<file path="config.mk">
export PLATFORM = sky130hd
export DESIGN_NAME = cria_tiro
export DESIGN_NICKNAME = d
export VERILOG_FILES = /design/src/rtl/cria_tiro.sv
export SDC_FILE = /design/constraint.sdc
export NUM_CORES = 1
export LEC_CHECK = 0
export ABC_AREA = 1
export BUFFER_PORTS_ARGS = -buffer_cell sky130_fd_sc_hd__clkbuf_2
export CAP_MARGIN = 25
export CORE_ASPECT_RATIO = 0.75
export CORE_UTILIZATION = 40
export DETAILED_ROUTE_END_ITERATION = 6
export GPL_TIMING_DRIVEN = 0
export PLACE_DENSITY = 0.74
export REMOVE_ABC_BUFFERS = 1
export SLEW_MARGIN = 20
export SYNTH_ARGS = -nofsm -noshare
export SYNTH_HDL_FRONTEND = slang
export SYNTH_SLANG_ARGS = --single-unit
</file>
<file path="constraint.sdc">
create_clock -name clock -period 1.6 [get_ports clock]
set_input_delay 0.32 -clock clock [delete_from_list [all_inputs] [get_ports clock]]
set_output_delay 0.32 -clock clock [all_outputs]
set_load 0.01 [all_outputs]
</file>
<file path="src/rtl/cria_tiro.sv">
// Shot creator: on a fire request, scans the shot table for the first free slot and
// writes a new valid shot at the ship position and direction. Reports "table full" otherwise.
module cria_tiro #(
    parameter int NUM_TIROS  = 8,
    parameter int LARG_COORD = 4,
    parameter int LARG_DIR   = 3,
    localparam int IW = $clog2(NUM_TIROS),
    localparam int W  = 1 + 2*LARG_COORD + LARG_DIR
) (
    input  logic                  clock,
    input  logic                  reset,
    input  logic                  iniciar,
    input  logic [LARG_COORD-1:0] nave_x,
    input  logic [LARG_COORD-1:0] nave_y,
    input  logic [LARG_DIR-1:0]   nave_dir,
    output logic [IW-1:0]         tabela_endereco,
    input  logic [W-1:0]          tabela_dado_lido,
    output logic [W-1:0]          tabela_dado_esc,
    output logic                  tabela_we,
    output logic                  ocupado,
    output logic                  criacao_concluida_tiro,
    output logic                  tabela_cheia,
    output logic [4:0]            db_estado
);

    typedef enum logic [4:0] {
        INICIAL    = 5'h00,
        ESPERA     = 5'h01,
        LE_SLOT    = 5'h02,
        AVALIA     = 5'h03,
        ESCREVE    = 5'h04,
        CONCLUIDO  = 5'h05,
        SEM_ESPACO = 5'h06
    } estado_t;

    estado_t               estado, prox_estado;
    logic [IW-1:0]         idx, idx_prox;
    logic [LARG_COORD-1:0] x_reg, y_reg;
    logic [LARG_DIR-1:0]   dir_reg;
    logic                  captura;
    logic                  slot_valido;
    logic                  unused_bits;

    // Only the valid bit of a table entry matters when looking for a free slot.
    assign slot_valido = tabela_dado_lido[W-1];
    assign unused_bits = ^tabela_dado_lido[W-2:0];

    always_ff @(posedge clock or posedge reset) begin
        if (reset) begin
            estado  <= INICIAL;
            idx     <= '0;
            x_reg   <= '0;
            y_reg   <= '0;
            dir_reg <= '0;
        end else begin
            estado <= prox_estado;
            idx    <= idx_prox;
            if (captura) begin
                x_reg   <= nave_x;
                y_reg   <= nave_y;
                dir_reg <= nave_dir;
            end
        end
    end

    always_comb begin
        prox_estado            = estado;
        idx_prox               = idx;
        captura                = 1'b0;
        tabela_endereco        = idx;
        tabela_dado_esc        = '0;
        tabela_we              = 1'b0;
        ocupado                = 1'b1;
        criacao_concluida_tiro = 1'b0;
        tabela_cheia           = 1'b0;
        db_estado              = estado;

        case (estado)
            INICIAL: begin
                ocupado     = 1'b0;
                prox_estado = ESPERA;
            end
            ESPERA: begin
                ocupado = 1'b0;
                if (iniciar) begin
                    captura     = 1'b1;
                    idx_prox    = '0;
                    prox_estado = LE_SLOT;
                end
            end
            LE_SLOT: prox_estado = AVALIA;
            // Read data for idx arrives this cycle because the RAM is synchronous.
            AVALIA: begin
                if (!slot_valido) begin
                    prox_estado = ESCREVE;
                end else if (idx == IW'(NUM_TIROS - 1)) begin
                    prox_estado = SEM_ESPACO;
                end else begin
                    idx_prox    = idx + 1'b1;
                    prox_estado = LE_SLOT;
                end
            end
            ESCREVE: begin
                tabela_we       = 1'b1;
                tabela_dado_esc = {1'b1, x_reg, y_reg, dir_reg};
                prox_estado     = CONCLUIDO;
            end
            // Clearing idx on the way out keeps the address at 0 while idle.
            CONCLUIDO: begin
                criacao_concluida_tiro = 1'b1;
                idx_prox               = '0;
                prox_estado            = ESPERA;
            end
            SEM_ESPACO: begin
                criacao_concluida_tiro = 1'b1;
                tabela_cheia           = 1'b1;
                idx_prox               = '0;
                prox_estado            = ESPERA;
            end
            default: prox_estado = INICIAL;
        endcase
    end

endmodule
</file>
# ---- Word level (Yosys, flattened, before mapping)
# Cells that the tools add are included.
dict set report totals {
  input_bits 26
  regBits 19
  output_inout_bits 24
}
dict set report op_classes {
  addsub 1
  eq_ne 10
  mux 15
  reduce_logical 6
}
# op n
set ops {}
lappend ops {{$pmux W5 S5} 1}
lappend ops {{$eq A5 B3 Y1 const B} 3}
lappend ops {{$mux W3} 5}
lappend ops {{$mux W12} 1}
lappend ops {{$eq A5 B2 Y1 const B} 2}
lappend ops {{$pmux W3 S3} 1}
lappend ops {{$mux W1} 6}
lappend ops {{$ne A2 B2 Y1 const B} 3}
lappend ops {{$eq A5 B1 Y1 const B} 1}
lappend ops {{$logic_not A5 Y1} 1}
lappend ops {{$mux W5} 1}
lappend ops {{$reduce_and A4 Y1} 1}
lappend ops {{$reduce_or A2 Y1} 2}
lappend ops {{$add A3 B1 Y3 const B} 1}
lappend ops {{$eq A3 B3 Y1 const B} 1}
lappend ops {{$reduce_bool A3 Y1} 1}
lappend ops {{$reduce_or A3 Y1} 1}

# ---- Logic depth before layout (Yosys ltp)
# Gate-level depths: netlist (run 1).
dict set report logic_depth {
  depth_word 4
  depth_mapped 8
  mapped_depth_nobuf 8
}

# ---- Worst setup path before layout (run 1)
# OpenSTA, ideal clock, no wires.
dict set report synth_path {
  path_kind {register to output}
  from {register estado[0], in the netlist db_estado[0]}
  to {output port tabela_dado_esc[0]}
  arrival_ps 1154
  path_slack_ps 126
  required_time_ps 1280
  path_stages_with_launch 7
  cell_sequence {dfrtp_1 > inv_1 > nand2_1 > nor2_2 > inv_2 > buf_6 > nor2_1}
}
dict set report synth_via {
  elab_chain_len 2
}
# item line
set synth_rtl {}
lappend synth_rtl {{start, declared} 36} ;# estado_t estado, prox_estado;
lappend synth_rtl {{start signal, assigned} 56} ;# estado <= prox_estado;
lappend synth_rtl {{$eq A5 B3 Y1} 78} ;# case (estado)
lappend synth_rtl {{$mux W12} 78}
lappend synth_rtl {{end, declared} 18} ;# output logic [W-1:0] tabela_dado_esc,
# No other way between the ends.

# ---- Worst setup path in the final report (run 1)
dict set report layout_path {
  from {register estado[2], in the netlist db_estado[2]}
  to {output port tabela_dado_esc[9]}
}
# The elaborated chain is that of the path after synthesis.

==> reports/metrics.yaml, run 1 <==
pre_cts_ws_ns: 0.1197
totalWireLength_um: 1795
synth_cells: 114
drv_cap: 0
period_share_pct: 100.7
setup_viol_count_final: 4
grt_overflow: 0
ys_seq_elements: 17
path_class: "reg2out"
finalInstanceArea_um2: 1110
min_path_type: "in2async"
grt_max_degree: 23
final_hold_viol_count: 0
synth_top_family_by_area: "simple AND/OR/NAND/NOR gates"
clk-insertion-delay-late_ns: 0.29
dp.cells: 169
regToRegEndpoint: "dir_reg[1]"
cp_max_fo: 12
dieWidth_um: 56.19
cp-end-kind: "primary output"
muxShareOfSynthArea_pct: 0
netlist_area_um2: 880.8
max_freq_mhz: 620.4
grt_pass1_wl_um: 2835
dieArea_um2: 2396
start_util_pct: 43.35
r2r_setup_slack_ns: 0.25
die_y_um: 42.64
violations: "setup timing"
place_congestion: 0.8442
cts.sinks: 17
status: "complete, but fails checks"
worst_slack_ns: -0.01181
critPathArrivalTime_ns: 1.29
leakage_nw: 0.7073
reg2regPathDepth: 6
period_needed_ns: 1.612
yosys.area_share.simple_pct: 23.44
fin_util_pct: 54.62
synth-compound-area-share_pct: 8.807
yosys.area.top_type_share_pct: 48.30
root_buffer: "clkbuf_4"
rows: 14
placed_cell_area_um2: 1039
syn_to_final_growth_pct: 25.99
synthTopCellsByArea: "dfrtp_1, nor2_1, inv_1"
clk_pin_slew_ns: 0.10
switching_share_pct: 43.32
rsz0062_at_grt: "yes"
clock_path_buffers: 2
p_seq_share_pct: 38.5
wl_per_cell_um: 10.20
power_mw: 1.851
yosys_warnings: 0
holdBufCountCts: 0
drtAntennaViolNets: 0
synth_fa_ha_area_share_pct: 2.841
r2r_start: "db_estado[0]"
drc_errors: 0
tritoncts: "yes"
startpoint: "db_estado[2]"
antenna_found_initial: 0
slew_violations: 0
power.density_nw_per_um2: 1668
ys_types: 16
async_reset_ff_share_pct: 100.0
instances_no_fill: 176
drive_above_1_share_pct: 34.87
fillCellCount: 206
synth_most_common_cell: "nor2_1"
via_per_inst: 4.568
grt_usage_pct: 15.68
portBuffers: 36
yosys-top-cells-count: "nor2_1, inv_1, dfrtp_1, nand2_1, a21oi_1"
place.detailed.hpwl_um: 1304
p_sw_mw: 0.8018
crit_required_ns: 1.28
maxSlewHeadroom_pct: 56.25
core_area_um2: 2032
internal_power_mw: 1.049
num_antenna_cells: 0
cts_max_level: 1
dr.pass1.iters: 4
synth_xor_area_share_pct: 0
p_comb_share_pct: 49.2
fin_skew_ns: 0.003053
worst_pin_slew_ns: 0.6556
p_clk_share_pct: 12.3
synth_flop_cell: "dfrtp_1"
grt_pass1_vias: 655
via_count: 804
fin_nets: 181
synth.avg_cell_area_um2: 7.727
crit_path_start_kind: "flop"
cts_buffers: 3
ir_drop_v: 0.001087
synth_edf_count: 0
ios: 50
yosysSeqAreaShare_pct: 48.30
drt_iter0_markers: 24
yosysTopAreaCell: "dfrtp_1"
==> cells by family after synthesis <==
group,after synthesis
AO/OA/AOI/OAI,15
adder cells (fa/ha/maj),2
buffers and inverters,29
flip-flops,17
other,1
AND/OR/NAND/NOR,50
==> per-stage QoR <==
stage	setup TNS, ns	hold WS, ns
global placement	0	0.4168
global route	-1.266	0.1265
finish	-0.01909	0.08473
detailed placement	0	0.4282
floorplan	0	0.2461
CTS	-0.3058	0.09903
==> power by group through the flow <==
stage | logic (mW) | clock network [mW] | registers (mW)
finish | 0.910 | 0.227 | 0.714
global route | 1.03 | 0.256 | 0.732
CTS | 0.906 | 0.239 | 0.714
detailed placement | 0.803 | 0 | 0.736
global placement | 0.774 | 0 | 0.727
floorplan | 0.524 | 0 | 0.741
==> routing by layer <==
layer	routed length [um]	share of wire (%)	global-route usage [%]
met3	107	6.0	6.481
met1	844	47	20.28
met2	843	47	25.00
met4	0	0	2.927
met5	0	0	0
==> repair_timing <==
item,in CTS,in global routing
endpoints found under the setup margin,11,15
pin swaps,1,1
gates resized for setup,6,14
setup buffers,3,0
==> cell type report <==
| type | count | area (um2) | area share, % |
|---|---|---|---|
| well taps | 24 | 30.03 | 2.706 |
| inverters | 23 | 91.34 | 8.230 |
| multi-input cells | 69 | 331.6 | 29.88 |
| flip-flops and latches | 17 | 426.7 | 38.44 |
| clock buffers | 3 | 22.52 | 2.029 |
| clock inverters | 1 | 5.005 | 0.4510 |
| repair buffers | 39 | 202.7 | 18.26 |
==> worst max-delay path, cell delays in order, from the launching register on <==
cell and delay (ns):
dfrtp_2 0.46, inv_2 0.08, nor2_4 0.15, inv_6 0.08, nor2_1 0.09, buf_2 0.13
==> how the worst max path moves through the flow <==
stage                                     to  slack [ns]  cells after the start
after floorplan           tabela_dado_esc[0]        0.11                      5
after global placement    tabela_dado_esc[9]        0.15                      6
after detailed placement  tabela_dado_esc[9]        0.12                      6
after CTS                 tabela_dado_esc[9]       -0.05                      6
after global routing      tabela_dado_esc[8]       -0.11                      6
final                     tabela_dado_esc[9]       -0.01                      5
==> layout by cell type, fill, tap and decap left out <==
cell type	n
inv_2	3
inv_6	1
clkbuf_4	3
dfrtp_1	16
nand2_2	1
nand2_4	1
clkbuf_2	25
o21ai_1	1
buf_4	3
nand2_1	16
nor2_2	2
nand3_1	3
clkinv_2	1
dfrtp_2	1
nand4_1	3
nor2_1	23
conb_1	2
o211ai_1	1
inv_1	19
nor2_4	1
buf_2	11
ha_1	2
a21oi_1	13
Power figures use the tool's default switching activity.
==> inputs of run 2 (changes only) <==
--- a/config.mk
+++ b/config.mk
@@ -15,4 +15,5 @@
 export PLACE_DENSITY = 0.74
 export REMOVE_ABC_BUFFERS = 1
+export SKIP_LAST_GASP = 1
 export SLEW_MARGIN = 20
 export SYNTH_ARGS = -nofsm -noshare
==> constraint.sdc (replaced) <==
create_clock -name clock -period 1.6 [get_ports clock]
set_input_delay 0.08 -clock clock [delete_from_list [all_inputs] [get_ports clock]]
set_output_delay 0.08 -clock clock [all_outputs]
set_load 0.01 [all_outputs]
==> reports/metrics.yaml, run 2 (synthesized netlist as in run 1, its figures left out) <==
cts.sinks: 17
cts_max_level: 1
crit_required_ns: 1.52
crit_path_start_kind: "flop"
mostFrequentLayoutCell: "clkbuf_2"
ios: 50
cp_max_fo: 12
finalInstanceArea_um2: 1101
critPathArrivalTime_ns: 1.41
internal_power_mw: 1.023
power.density_nw_per_um2: 1646
antenna_found_initial: 0
leakage_nw: 0.6927
setup_tns_ns: 0
status: "completed"
whs_ns: 0.01943
grt_max_degree: 23
p_clk_share_pct: 12.8
switching_share_pct: 43.56
final_cell_mix: "clkbuf_2, nor2_1, inv_1"
clk-insertion-delay-late_ns: 0.29
portBuffers: 36
totalWireLength_um: 1809
place_congestion: 0.8442
period_share_pct: 93.00
fin_skew_ns: 0.003201
root_buffer: "clkbuf_4"
rows: 14
drc_errors: 0
slew_violations: 0
cp-end-kind: "primary output"
worst_pin_slew_ns: 0.6465
grt_usage_pct: 15.08
dieArea_um2: 2396
place.detailed.hpwl_um: 1304
cts_buffers: 3
wl_per_cell_um: 10.28
p_sw_mw: 0.7894
final_hold_viol_count: 0
grt_pass1_wl_um: 2711
dr.pass1.iters: 4
setup_viol_count_final: 0
drtAntennaViolNets: 0
start_util_pct: 43.35
fin_nets: 181
dieWidth_um: 56.19
placed_cell_area_um2: 1039
p_comb_share_pct: 47.1
clock_path_buffers: 2
ir_drop_v: 0.001024
rsz0062_at_grt: "no"
grt_pass1_vias: 631
via_count: 815
drt_iter0_markers: 27
tritoncts: "yes"
max_freq_mhz: 672.0
grt_overflow: 0
core_area_um2: 2032
syn_to_final_growth_pct: 25.00
p_seq_share_pct: 40.1
drive_above_1_share_pct: 32.89
path_class: "reg2out"
via_per_inst: 4.631
die_y_um: 42.64
maxSlewHeadroom_pct: 56.85
min_path_type: "in2reg"
clk_pin_slew_ns: 0.10
num_antenna_cells: 0
period_needed_ns: 1.488
drv_cap: 0
run 2: changes by cell type in the layout (fill, tap and decap cells not counted), sizes merged:
| cell | change |
|---|---|
| buf | -12 |
| clkbuf | +11 |
| dlygate4sd3 | +1 |
run 2: final cells by class:
class,count,area (um2)
repair buffers,39,205.2
multi-input cells,69,324.1
fillers,206,930.9
flip-flops and latches,17,425.4
inverters,23,88.84
well taps,24,30.03
clock inverters,1,5.005
clock buffers,3,22.52
run 2: final timing paths:
kind	start	slack [ns]	cells after the start	to
max	db_estado[1]	0.11	6	tabela_dado_esc[9]
min	nave_dir[2]	0.02	3	dir_reg[2]
max reg2reg	db_estado[0]	0.23	6	dir_reg[1]
min reg2reg	y_reg[2]	0.52	2	y_reg[2]
max in group asynchronous	reset	0.80	3	db_estado[2]
min in group asynchronous	reset	0.39	3	dir_reg[0]
run 2: layer usage:
layer,track usage (%),vias up,share of wire (%)
met5,0,-,0
met4,2.927,0,0.94
met3,6.481,5,5.9
met2,23.81,28,47
met1,19.49,366,46
li1,-,416,-
run 2: timing repair:
action                     4_1_cts  5_1_grt
gates resized for setup          0        4
buffers inserted                 0        2
setup endpoints to repair        0       11
hold endpoints to repair        17        0
hold buffers                     1        0
run 2: through the flow:
stage	util (%)	total power, mW	cells	setup WS, ns
2_1_floorplan	-	1.265	109	0.3201
3_3_place_gp	51.11	1.501	169	0.2993
3_5_place_dp	51.11	1.540	169	0.2674
4_1_cts	52.96	1.775	174	0.02299
5_1_grt	54.19	1.970	176	0.001864
6_report	54.19	1.812	176	0.1120
run 2: worst max-delay path, stage by stage, from the launching register on:
cell and delay [ns]:
dfrtp_1 0.44, inv_2 0.10, nand2_2 0.09, nor2_4 0.16, inv_4 0.09, nor2_1 0.10, clkbuf_2 0.14
run 2: power by group through the flow:
stage | registers [mW] | clock network [mW] | logic, mW
4_1_cts | 0.726 | 0.239 | 0.809
3_3_place_gp | 0.727 | 0 | 0.774
5_1_grt | 0.745 | 0.256 | 0.968
3_5_place_dp | 0.736 | 0 | 0.803
6_report | 0.727 | 0.232 | 0.853
2_1_floorplan | 0.741 | 0 | 0.524
